`config.mk`:
```
export PLATFORM = sky130hd
export DESIGN_NAME = lcd_command_sequencer
export DESIGN_NICKNAME = d
export VERILOG_FILES = /design/src/rtl/lcd_command_sequencer.sv
export SDC_FILE = /design/constraint.sdc
export NUM_CORES = 1
export LEC_CHECK = 0
export ABC_CLOCK_PERIOD_IN_PS = 3600
export BUFFER_PORTS_ARGS = -buffer_cell sky130_fd_sc_hd__buf_2
export CORE_MARGIN = 2
export CORE_UTILIZATION = 53
export CTS_BUF_LIST = sky130_fd_sc_hd__clkbuf_4 sky130_fd_sc_hd__clkbuf_8
export DETAILED_ROUTE_END_ITERATION = 10
export GPL_TIMING_DRIVEN = 0
export PLACE_DENSITY = 0.83
export SYNTH_ARGS = -nofsm -noshare
export SYNTH_HDL_FRONTEND = slang
export SYNTH_SLANG_ARGS = --single-unit
```
`constraint.sdc`:
```
create_clock -name i_clk -period 3.6 [get_ports i_clk]
set_input_delay 0.72 -clock i_clk [delete_from_list [all_inputs] [get_ports i_clk]]
set_output_delay 0.72 -clock i_clk [all_outputs]
set_load 0.05 [all_outputs]
```
`src/rtl/lcd_command_sequencer.sv`:
```
// HD44780 character-LCD sequencer behind a Nios II multi-cycle custom instruction.
// Runs the power-up init ROM, then serialises CPU instruction/data bytes with tAS/PWeh/tAH and execution waits.
module lcd_command_sequencer #(
    parameter int SETUP_CYC   = 4,
    parameter int PULSE_CYC   = 25,
    parameter int HOLD_CYC    = 4,
    parameter int SHORT_WAIT  = 2000,
    parameter int LONG_WAIT   = 82000,
    parameter int POWERUP_CYC = 750000
) (
    input  logic        i_clk,
    input  logic        i_reset_n,
    input  logic        i_clk_en,
    input  logic        i_start,
    input  logic [31:0] i_dataa,
    input  logic [31:0] i_datab,
    output logic [31:0] o_result,
    output logic        o_done,
    output logic        o_busy,
    output logic        o_lcd_enable,
    output logic        o_lcd_rs,
    output logic        o_lcd_rw,
    output logic [7:0]  o_lcd_data
);

    // state     | meaning
    // PWR_WAIT  | post-reset delay before the first init byte
    // INIT_LOAD | fetch the next init ROM byte onto the bus
    // SETUP     | RS/DATA stable, E low
    // PULSE     | E high
    // HOLD      | RS/DATA held after E falls
    // WAIT      | LCD execution time for the byte just written
    // DONE      | one-cycle completion pulse to the CPU
    // IDLE      | ready for a CPU request
    localparam logic [2:0] S_PWR_WAIT  = 3'd0;
    localparam logic [2:0] S_INIT_LOAD = 3'd1;
    localparam logic [2:0] S_SETUP     = 3'd2;
    localparam logic [2:0] S_PULSE     = 3'd3;
    localparam logic [2:0] S_HOLD      = 3'd4;
    localparam logic [2:0] S_WAIT      = 3'd5;
    localparam logic [2:0] S_DONE      = 3'd6;
    localparam logic [2:0] S_IDLE      = 3'd7;

    localparam int MAX_1   = (SETUP_CYC > PULSE_CYC) ? SETUP_CYC : PULSE_CYC;
    localparam int MAX_2   = (MAX_1 > HOLD_CYC) ? MAX_1 : HOLD_CYC;
    localparam int MAX_3   = (MAX_2 > SHORT_WAIT) ? MAX_2 : SHORT_WAIT;
    localparam int MAX_4   = (MAX_3 > LONG_WAIT) ? MAX_3 : LONG_WAIT;
    localparam int MAX_CYC = (MAX_4 > POWERUP_CYC) ? MAX_4 : POWERUP_CYC;
    localparam int CNT_W   = (MAX_CYC > 1) ? $clog2(MAX_CYC) : 1;

    localparam logic [CNT_W-1:0] LD_SETUP = CNT_W'(SETUP_CYC - 1);
    localparam logic [CNT_W-1:0] LD_PULSE = CNT_W'(PULSE_CYC - 1);
    localparam logic [CNT_W-1:0] LD_HOLD  = CNT_W'(HOLD_CYC - 1);
    localparam logic [CNT_W-1:0] LD_SHORT = CNT_W'(SHORT_WAIT - 1);
    localparam logic [CNT_W-1:0] LD_LONG  = CNT_W'(LONG_WAIT - 1);
    localparam logic [CNT_W-1:0] LD_PWR   = CNT_W'(POWERUP_CYC - 1);

    logic [2:0]       r_state;
    logic [CNT_W-1:0] r_cnt;
    logic             r_lcd_enable;
    logic             r_lcd_rs;
    logic [7:0]       r_lcd_data;
    logic             r_init_done;
    logic             r_in_init;
    logic [1:0]       r_rom_idx;
    logic             r_ci_init;
    logic             r_pend_vld;
    logic [9:0]       r_pend;

    logic             w_cnt_zero;
    logic             w_last_init;
    logic             w_init_end;
    logic             w_take;
    logic [9:0]       w_req;
    logic             w_capture;
    logic             w_long;
    logic             w_unused;

    function automatic logic [7:0] init_byte(input logic [1:0] idx);
        logic [7:0] b;
        case (idx)
            2'd0:    b = 8'h38;
            2'd1:    b = 8'h0C;
            2'd2:    b = 8'h06;
            default: b = 8'h01;
        endcase
        return b;
    endfunction

    assign w_cnt_zero  = (r_cnt == '0);
    assign w_last_init = r_in_init && (r_rom_idx == 2'd3);
    assign w_init_end  = (r_state == S_WAIT) && w_cnt_zero && w_last_init;
    // A request is dispatched from IDLE, or from the pending slot when init finishes
    assign w_take      = ((r_state == S_IDLE) && i_start) || (w_init_end && r_pend_vld);
    assign w_req       = (r_state == S_IDLE) ? i_dataa[9:0] : r_pend;
    assign w_capture   = i_start && (r_state != S_IDLE) && ((r_state == S_PWR_WAIT) || r_in_init);
    assign w_long      = !r_lcd_rs && (r_lcd_data[7:2] == 6'd0) && (r_lcd_data != 8'd0);
    assign w_unused    = ^{i_datab, i_dataa[31:10]};

    always_ff @(posedge i_clk or negedge i_reset_n) begin
        if (!i_reset_n) begin
            r_state      <= S_PWR_WAIT;
            r_cnt        <= LD_PWR;
            r_lcd_enable <= 1'b0;
            r_lcd_rs     <= 1'b0;
            r_lcd_data   <= 8'd0;
            r_init_done  <= 1'b0;
            r_in_init    <= 1'b0;
            r_rom_idx    <= 2'd0;
            r_ci_init    <= 1'b0;
            r_pend_vld   <= 1'b0;
            r_pend       <= 10'd0;
        end else if (i_clk_en) begin
            if (w_capture) begin
                r_pend     <= i_dataa[9:0];
                r_pend_vld <= 1'b1;
            end
            if (!w_cnt_zero) begin
                r_cnt <= r_cnt - CNT_W'(1);
            end
            case (r_state)
                S_PWR_WAIT: begin
                    if (w_cnt_zero) begin
                        r_state   <= S_INIT_LOAD;
                        r_in_init <= 1'b1;
                        r_rom_idx <= 2'd0;
                    end
                end
                S_INIT_LOAD: begin
                    r_lcd_rs   <= 1'b0;
                    r_lcd_data <= init_byte(r_rom_idx);
                    r_state    <= S_SETUP;
                    r_cnt      <= LD_SETUP;
                end
                S_SETUP: begin
                    if (w_cnt_zero) begin
                        r_state      <= S_PULSE;
                        r_cnt        <= LD_PULSE;
                        r_lcd_enable <= 1'b1;
                    end
                end
                S_PULSE: begin
                    if (w_cnt_zero) begin
                        r_state      <= S_HOLD;
                        r_cnt        <= LD_HOLD;
                        r_lcd_enable <= 1'b0;
                    end
                end
                S_HOLD: begin
                    if (w_cnt_zero) begin
                        r_state <= S_WAIT;
                        r_cnt   <= w_long ? LD_LONG : LD_SHORT;
                    end
                end
                S_WAIT: begin
                    if (w_cnt_zero) begin
                        if (!r_in_init) begin
                            r_state <= S_DONE;
                        end else if (!w_last_init) begin
                            r_rom_idx <= r_rom_idx + 2'd1;
                            r_state   <= S_INIT_LOAD;
                        end else begin
                            r_init_done <= 1'b1;
                            r_in_init   <= 1'b0;
                            r_ci_init   <= 1'b0;
                            r_state     <= r_ci_init ? S_DONE : S_IDLE;
                        end
                    end
                end
                S_DONE:  r_state <= S_IDLE;
                S_IDLE:  r_state <= S_IDLE;
                default: r_state <= S_IDLE;
            endcase
            // Dispatch overrides the per-state updates above
            if (w_take) begin
                r_pend_vld <= 1'b0;
                case (w_req[9:8])
                    2'b00, 2'b01: begin
                        r_lcd_rs   <= w_req[8];
                        r_lcd_data <= w_req[7:0];
                        r_state    <= S_SETUP;
                        r_cnt      <= LD_SETUP;
                    end
                    2'b10: begin
                        r_init_done <= 1'b0;
                        r_in_init   <= 1'b1;
                        r_rom_idx   <= 2'd0;
                        r_ci_init   <= 1'b1;
                        r_state     <= S_INIT_LOAD;
                    end
                    default: r_state <= S_DONE;
                endcase
            end
        end
    end

    assign o_result     = {23'd0, r_init_done, r_lcd_data};
    assign o_done       = (r_state == S_DONE);
    assign o_busy       = (r_state != S_IDLE);
    assign o_lcd_enable = r_lcd_enable;
    assign o_lcd_rs     = r_lcd_rs;
    assign o_lcd_rw     = 1'b0;
    assign o_lcd_data   = r_lcd_data;

endmodule

```
==> run metrics, run 1 <==
outcome finished clean; Yosys cell types 61; fin area 3890 um2; TritonRoute pass-1 iters 5; CTS tree yes; flops & latches, synth between 40 and 50; R2R setup slack 0.55 ns; ys async rst share 100%; die area 7130 um2; Tmin final between 3 and 4 ns; largest family of logic cells by synthesized area compound AO/OA/AOI/OAI gates; die width 84.5 um; Total Power 2850 uW; final hold violation count 0; Antenna Nets Post-Route 0; Routed WL 8.45 mm; post-synthesis adder-cell area fraction 2.92%; H-tree depth 2; initial core utilization 54.3%; first-pass GRT wire length 14.1 mm; crit path kind flop to flop; CTS sink cnt 49; Area growth, synth to finish 13.3%; post-synthesis compound-gate area fraction 21.0%; vias in the first global route 3023; leak pwr 0.00171 uW; clock root buffer clkbuf_8; share of post-route cells with drive strength above 1 24.3%; Slowest Stage Delay on Critical Path 0.49 ns; Cells after Synth 397; Tightest Pin Transition approximately 1.1 ns; Reg clk slew, reported paths 0.10 ns; CP top delay family simple AND/OR/NAND/NOR gates; Via density 6.02; Max Freq 0.328 GHz; Post-CTS Resized 0; worst clock skew 0.00661 ns; # rows 29; Synth Area in Simple Gates 20.7%; largest net degree at the start of global routing 50; headroom to the max-slew limit about 28%; clk_lat worst skew a little over 0.3 ns; unrepaired setup endpoints after global routing false; Worst EP required between 3 and 4 ns; max-cap violation count 0; maximum VDD drop 569 uV; number of buffers created by CTS 5; Internal 1500 uW; Nets 536; setup bufs post-CTS 0; crit path cell chain inv_1 -> ha_1 -> nor4b_1 -> nand3_1 -> nor2_8 -> inv_2 -> buf_6 -> ha_1 -> a22o_1 -> a22oi_1 -> a21oi_1 -> a21oi_1; Sw Ratio 47.5%; Remaining DRCs 0; critical path arrival 3.30 ns; power share of the combinational group 52.2%; Post-synth EDFFs 0; die span in y between 80 and 90 um; syn avg cell area 8.64 um2; routed len/inst 15.7 um; GRT overflow 0; Pins Over Slew Limit 0; Crit. End Element flop; Seq/Total Area, Yosys 36.2%; Final setup viols 0; Fill cells 558; Max Fanout on Critical Path 11; I/O pin count between 100 and 150; mux cell area share after synthesis 6.82%; dpl hpwl 6.25 mm; Clk pwr share 14.1%; Critical Path Slowest Stage Cell nor4b_1; initial antenna violation count 0; Placed Area around 3800 um2; Multi-input gate area 1860 um2; core footprint 6310 um2; FF+latch area ~1200 um2; total negative slack 0 ns; xor/xnor share of the synthesized area 0.255%; Bufs and invs on worst path 3; initial DRC count 274; dominant synthesized flop cell dfrtp_1; mapped cell area 3430 um2; hold buffers post-CTS 0; GPL Wtd Cong 0.914; buffers added on ports 33; period utilization 84.8%; ant diodes 0; hold crit path type flop to flop; Sw Pwr 1360 uW; clock tree buffer depth 2; vias about 3200; Seq pwr share between 30% and 40%; Critical Path Source Type flop; YS warnings 0; PwrDens 734 nW/um2; gr usage total 24.1%
-- cells in the mapped netlist (4+ instances only) --
library cell,number,area (um2)
nor2b_1,8,50.1
nand2_1,28,105
buf_4,33,248
dfrtp_1,36,901
mux2i_1,11,110
o21ai_0,30,150
nor3_1,6,30.0
nor2_1,28,105
clkbuf_1,12,45.0
and3_1,7,43.8
nand4_1,5,31.3
a21oi_1,22,110
dfstp_2,13,342
inv_1,18,67.6
ha_1,8,100
o22ai_1,8,50.1
or3_1,6,37.5
o31ai_1,11,82.6
nor4_1,9,56.3
nand2b_1,4,25.0
mux2_2,11,124
o21ai_1,4,20.0
and2_1,4,25.0
nand3_1,15,75.1
-- cell type report --
| type | count | share of cell area [%] |
|---|---|---|
| Multi-Input combinational cell | 299 | 47.9 |
| Sequential cell | 49 | 31.9 |
| Clock inverter | 3 | 1.06 |
| Tap cell | 77 | 2.48 |
| Clock buffer | 5 | 1.77 |
| Buffer | 53 | 8.78 |
| Timing Repair Buffer | 33 | 4.25 |
| Inverter | 19 | 1.83 |
-- worst reg2reg max path: stages (launching register included) --
cell and delay [ns]:
dfstp_2 0.40, inv_1 0.08, ha_1 0.21, nor4b_1 0.49, nand3_1 0.36, nor2_8 0.27
inv_2 0.08, buf_6 0.15, ha_1 0.30, a22o_1 0.23, a22oi_1 0.15, a21oi_1 0.10
a21oi_1 0.15
-- stage by stage --
step | hold slack (ns) | setup WS, ns | utilization, % | cells
floorplan | 0.424 | 1.06 | - | 420
global placement | 0.465 | 0.679 | 59.8 | 530
detailed placement | 0.480 | 0.602 | 59.8 | 530
CTS | 0.502 | 0.559 | 61.6 | 538
global route | 0.516 | 0.361 | 61.6 | 538
finish | 0.500 | 0.548 | 61.6 | 538
-- state kept, by name (all words and copies together) (netlist names) --
signal,count
r_cnt,20
o_lcd_data,8
r_init_done,1
r_state,3
r_rom_idx,2
o_lcd_enable,1
r_in_init,1
o_lcd_rs,1
r_pend,10
r_pend_vld,1
r_ci_init,1
-- final timing paths --
kind                            from   endpoint  depth (start not counted)
min in group asynchronous  i_reset_n  r_cnt[18]                          1
max                         r_cnt[0]   r_cnt[0]                         12
min reg2reg                r_ci_init  r_ci_init                          1
max in group asynchronous  i_reset_n  r_pend[8]                          1
min                        r_ci_init  r_ci_init                          1
max reg2reg                 r_cnt[0]   r_cnt[0]                         12
-- cell families after synthesis --
| kind of cell | Yosys count |
|---|---|
| flip-flops | 49 |
| AND/OR/NAND/NOR | 133 |
| other | 1 |
| adder cells (fa/ha/maj) | 8 |
| AO/OA/AOI/OAI | 111 |
| XOR/XNOR | 1 |
| multiplexers | 22 |
| buffers and inverters | 72 |
-- power by group through the flow --
stage	Combinational [uW]	Clock, uW	Sequential (uW)
3_3_place_gp	1430	0	953
2_1_floorplan	1050	0	1040
3_5_place_dp	1470	0	965
4_1_cts	1470	402	956
6_report	1490	401	962
5_1_grt	1620	421	990
-- placed cells by master, fill, tap and decap left out, drive strengths merged, types with 5 or more instances in the layout --
cell type and n:
a21oi 22, and3 7, buf 74, clkbuf 17, conb 24, dfrtp 36
dfstp 13, ha 8, inv 19, mux2 11, mux2i 11, nand2 28
nand3 15, nand4 5, nor2 29, nor2b 8, nor3 7, nor4 9
o21ai 34, o22ai 8, o31ai 12, or3 6
-- metal layers --
| metal | GRT usage, % | wire length (um) | part of all wire (%) | up-vias |
|---|---|---|---|---|
| met3 | 4.82 | 632 | 7.5 | 28 |
| met4 | 9.24 | 223 | 2.6 | 0 |
| met1 | 31.5 | 3490 | 41 | 1552 |
| met5 | 0 | 0 | 0 | - |
| li1 | - | - | - | 1509 |
| met2 | 39.8 | 4100 | 49 | 148 |
Power figures use the tool's default switching activity.
==> run 2, diff against run 1 <==
Settings changed: ABC_CLOCK_PERIOD_IN_PS 3600 to 2400, CORE_UTILIZATION 53 to 48, PLACE_DENSITY 0.83 to 0.79.
Clock period 3.6 ns to 2.4 ns, I/O delays scaled along.
==> run 2 against run 1 <==
The flow now finishes with violations (setup timing). Setup slack lost 0.55 ns. Register-to-register slack worse by 0.55 ns. Clock-buffer cell count unchanged. Combinational power increased by 60%. Sequential power grew 54%. Global-route usage is 0.82 points lower. Largest cell class unchanged. Total power is 54% higher. Via count is 0.68% lower. Largest power group unchanged. First-iteration DRC count grew 27%. Clock power is 32% higher.
==> run metrics, run 2 (synthesis gave the netlist of run 1 again) <==
crit path kind flop to flop; CP top delay family simple AND/OR/NAND/NOR gates; initial DRC count 348 (+27%); FF-to-FF Start r_cnt[14]; Antenna Nets Post-Route 0 (unchanged); first-pass GRT wire length 14.5 mm (+3.0%); failing checks setup timing; Crit. End Element flop; Max Freq 0.416 GHz (+27%); Sw Ratio 48.9% (+1.4 points); core footprint 6870 um2 (+8.8%); final setup margin -0.00168 ns (-0.549 ns); PwrDens 1070 nW/um2 (+45%); Clk pwr share 12.0% (-2.1 points); power share of the combinational group 54.3% (+2.1 points); maximum VDD drop 742 uV (+31%); Biggest register r_cnt; R2R setup slack -0.002 ns (-0.55 ns); Via density 5.68 (-5.6%); Fin Hold WS 0.362 ns (-0.138 ns); Top cell by count, worst path a21oi_1; Remaining DRCs 0 (unchanged); final hold violation count 0 (unchanged); Reg clk slew, reported paths 0.10 ns (about the same); dpl cells 549 (+3.6%); Slowest Stage Delay on Critical Path 0.53 ns (+0.04 ns); clock tree buffer depth 2 (unchanged); vias in the first global route 3041 (+0.60%); die area 7840 um2 (+9.9%); vias 3215 (-0.68%); total negative slack -0.00168 ns (-0.00168 ns); Internal 2240 uW (+50%); clock root buffer clkbuf_8; TritonRoute pass-1 iters 6 (+1); period utilization 100% (+15 points); Tightest Pin Transition 1.09 ns (+0.0149 ns); Fill cells 611 (+9.5%); Routed WL 8.92 mm (+5.5%); unrepaired setup endpoints after global routing true; Tmin final 2.40 ns (-0.651 ns); max reg flops 20 (unchanged); gr usage total 23.3% (-0.82 points); die width 88.5 um (+4.8%); I/O pin count 113 (unchanged); Max Fanout on Critical Path 3 (-8); initial core utilization 49.9% (-4.4 points); dpl hpwl 6.33 mm (+1.3%); CP endpoint r_cnt[0]; Finished Layout Cells 566 (+5.2%); outcome complete, but fails checks; headroom to the max-slew limit 27.3% (-0.99 points); clk_lat worst skew 0.32 ns (about the same); # rows 30 (+3.4%); initial antenna violation count 0 (unchanged); ant diodes 0 (unchanged); RR Endpoint r_cnt[0]; cell depth of the worst setup path 11 (-1); Bufs and invs on worst path 3 (unchanged); worst setup path startpoint r_cnt[14]; final design utilization 60.0% (-1.6 points); CTS tree yes; commonest non-fill, non-tap cell in the layout buf_4; Nets 545 (+1.7%); most frequent cells in the layout 44 x buf_4, 36 x dfrtp_1, 35 x buf_2; leak pwr 0.00179 uW (+4.3%); die span in y 88.5 um (+4.8%); critical path arrival 2.65 ns (-0.65 ns); Pins Over Slew Limit 0 (unchanged); Critical Path Source Type flop; Sw Pwr 2150 uW (+59%); routed len/inst 15.8 um (+0.28%); crit path cell chain or4_4 -> or2_1 -> buf_6 -> nor2_8 -> inv_4 -> buf_8 -> ha_4 -> a22o_1 -> a22oi_1 -> a21oi_1 -> a21oi_1; Seq pwr share 33.6% (about the same); max-cap violation count 0 (unchanged); CTS sink cnt 49 (unchanged); Critical Path Slowest Stage Cell or4_4; share of post-route cells with drive strength above 1 31.9% (+7.6 points); H-tree depth 2 (unchanged); Worst EP required 2.65 ns (-1.19 ns); worst clock skew 0.00890 ns (+0.00229 ns); buffers added on ports 33 (unchanged); number of buffers created by CTS 5 (unchanged); hold buffers post-CTS 0 (unchanged); GRT overflow 0 (unchanged); GPL Wtd Cong 0.911 (-0.34%); hold crit path type input port to async pin; largest net degree at the start of global routing 50 (unchanged); reg2reg path depth 11 (-1); Final setup viols 1 (+1); Area growth, synth to finish 20.1%
==> run 2: changes by cell type in the layout (fill, tap and decap cells not counted), moves of 3 or more <==
cell,change
o21ai_2,+3
buf_4,+11
clkbuf_1,-5
clkbuf_2,+5
==> run 2: power groups by stage <==
| stage | clock network (uW) | registers, uW | logic (uW) |
|---|---|---|---|
| 5_1_grt | 562 | 1520 | 2600 |
| 3_5_place_dp | 0 | 1450 | 2220 |
| 2_1_floorplan | 0 | 1560 | 1590 |
| 4_1_cts | 536 | 1450 | 2290 |
| 6_report | 529 | 1480 | 2390 |
| 3_3_place_gp | 0 | 1430 | 2160 |
==> run 2: worst min-delay path by stage <==
stage	end	slack, ns	cells past startpoint
finish	r_cnt[15]	0.36	1
floorplan	o_lcd_data[0]	0.18	0
CTS	r_cnt[18]	0.40	1
global route	r_pend[0]	0.40	2
detailed placement	r_ci_init	0.49	1
global placement	r_ci_init	0.47	1
==> run 2: layout make-up <==
type                       instances  area, um2  share of cell area, %
sequential                        49       1240                   30.2
clock buffer                       5       68.8                   1.67
timing repair buffer              43        244                   5.92
tap                               96        120                   2.92
inverter                          19       76.3                   1.85
buffer                            52        354                   8.59
multi-input combinational        299       1990                   48.3
clock inverter                     3       26.3                  0.638
==> run 2: per-layer routing <==
| metal | part of all wire (%) | vias to the layer above | track usage [%] | wire (um) |
|---|---|---|---|---|
| met1 | 41 | 1519 | 31.2 | 3700 |
| met5 | 0 | - | 0 | 0 |
| met2 | 50 | 158 | 39.2 | 4430 |
| met4 | 1.8 | 0 | 6.61 | 162 |
| li1 | - | 1521 | - | - |
| met3 | 7.0 | 17 | 3.73 | 625 |
==> run 2: stage by stage <==
step | setup WS, ns | cell area (um2) | power (uW)
after detailed placement | -0.343 | 3820 | 3670
after global routing | -0.0841 | 4120 | 4670
final | -0.00168 | 4120 | 4390
after floorplan | 0.00439 | 3540 | 3150
after CTS | -0.0378 | 4040 | 4270
after global placement | -0.263 | 3820 | 3590
==> run 2: what timing repair did <==
| item | CTS | global route |
|---|---|---|
| hold endpoints to repair | 0 | 0 |
| pin swaps | 9 | 9 |
| endpoints found under the setup margin | 38 | 30 |
| gates resized for setup | 14 | 26 |
| buffers inserted | 10 | 0 |
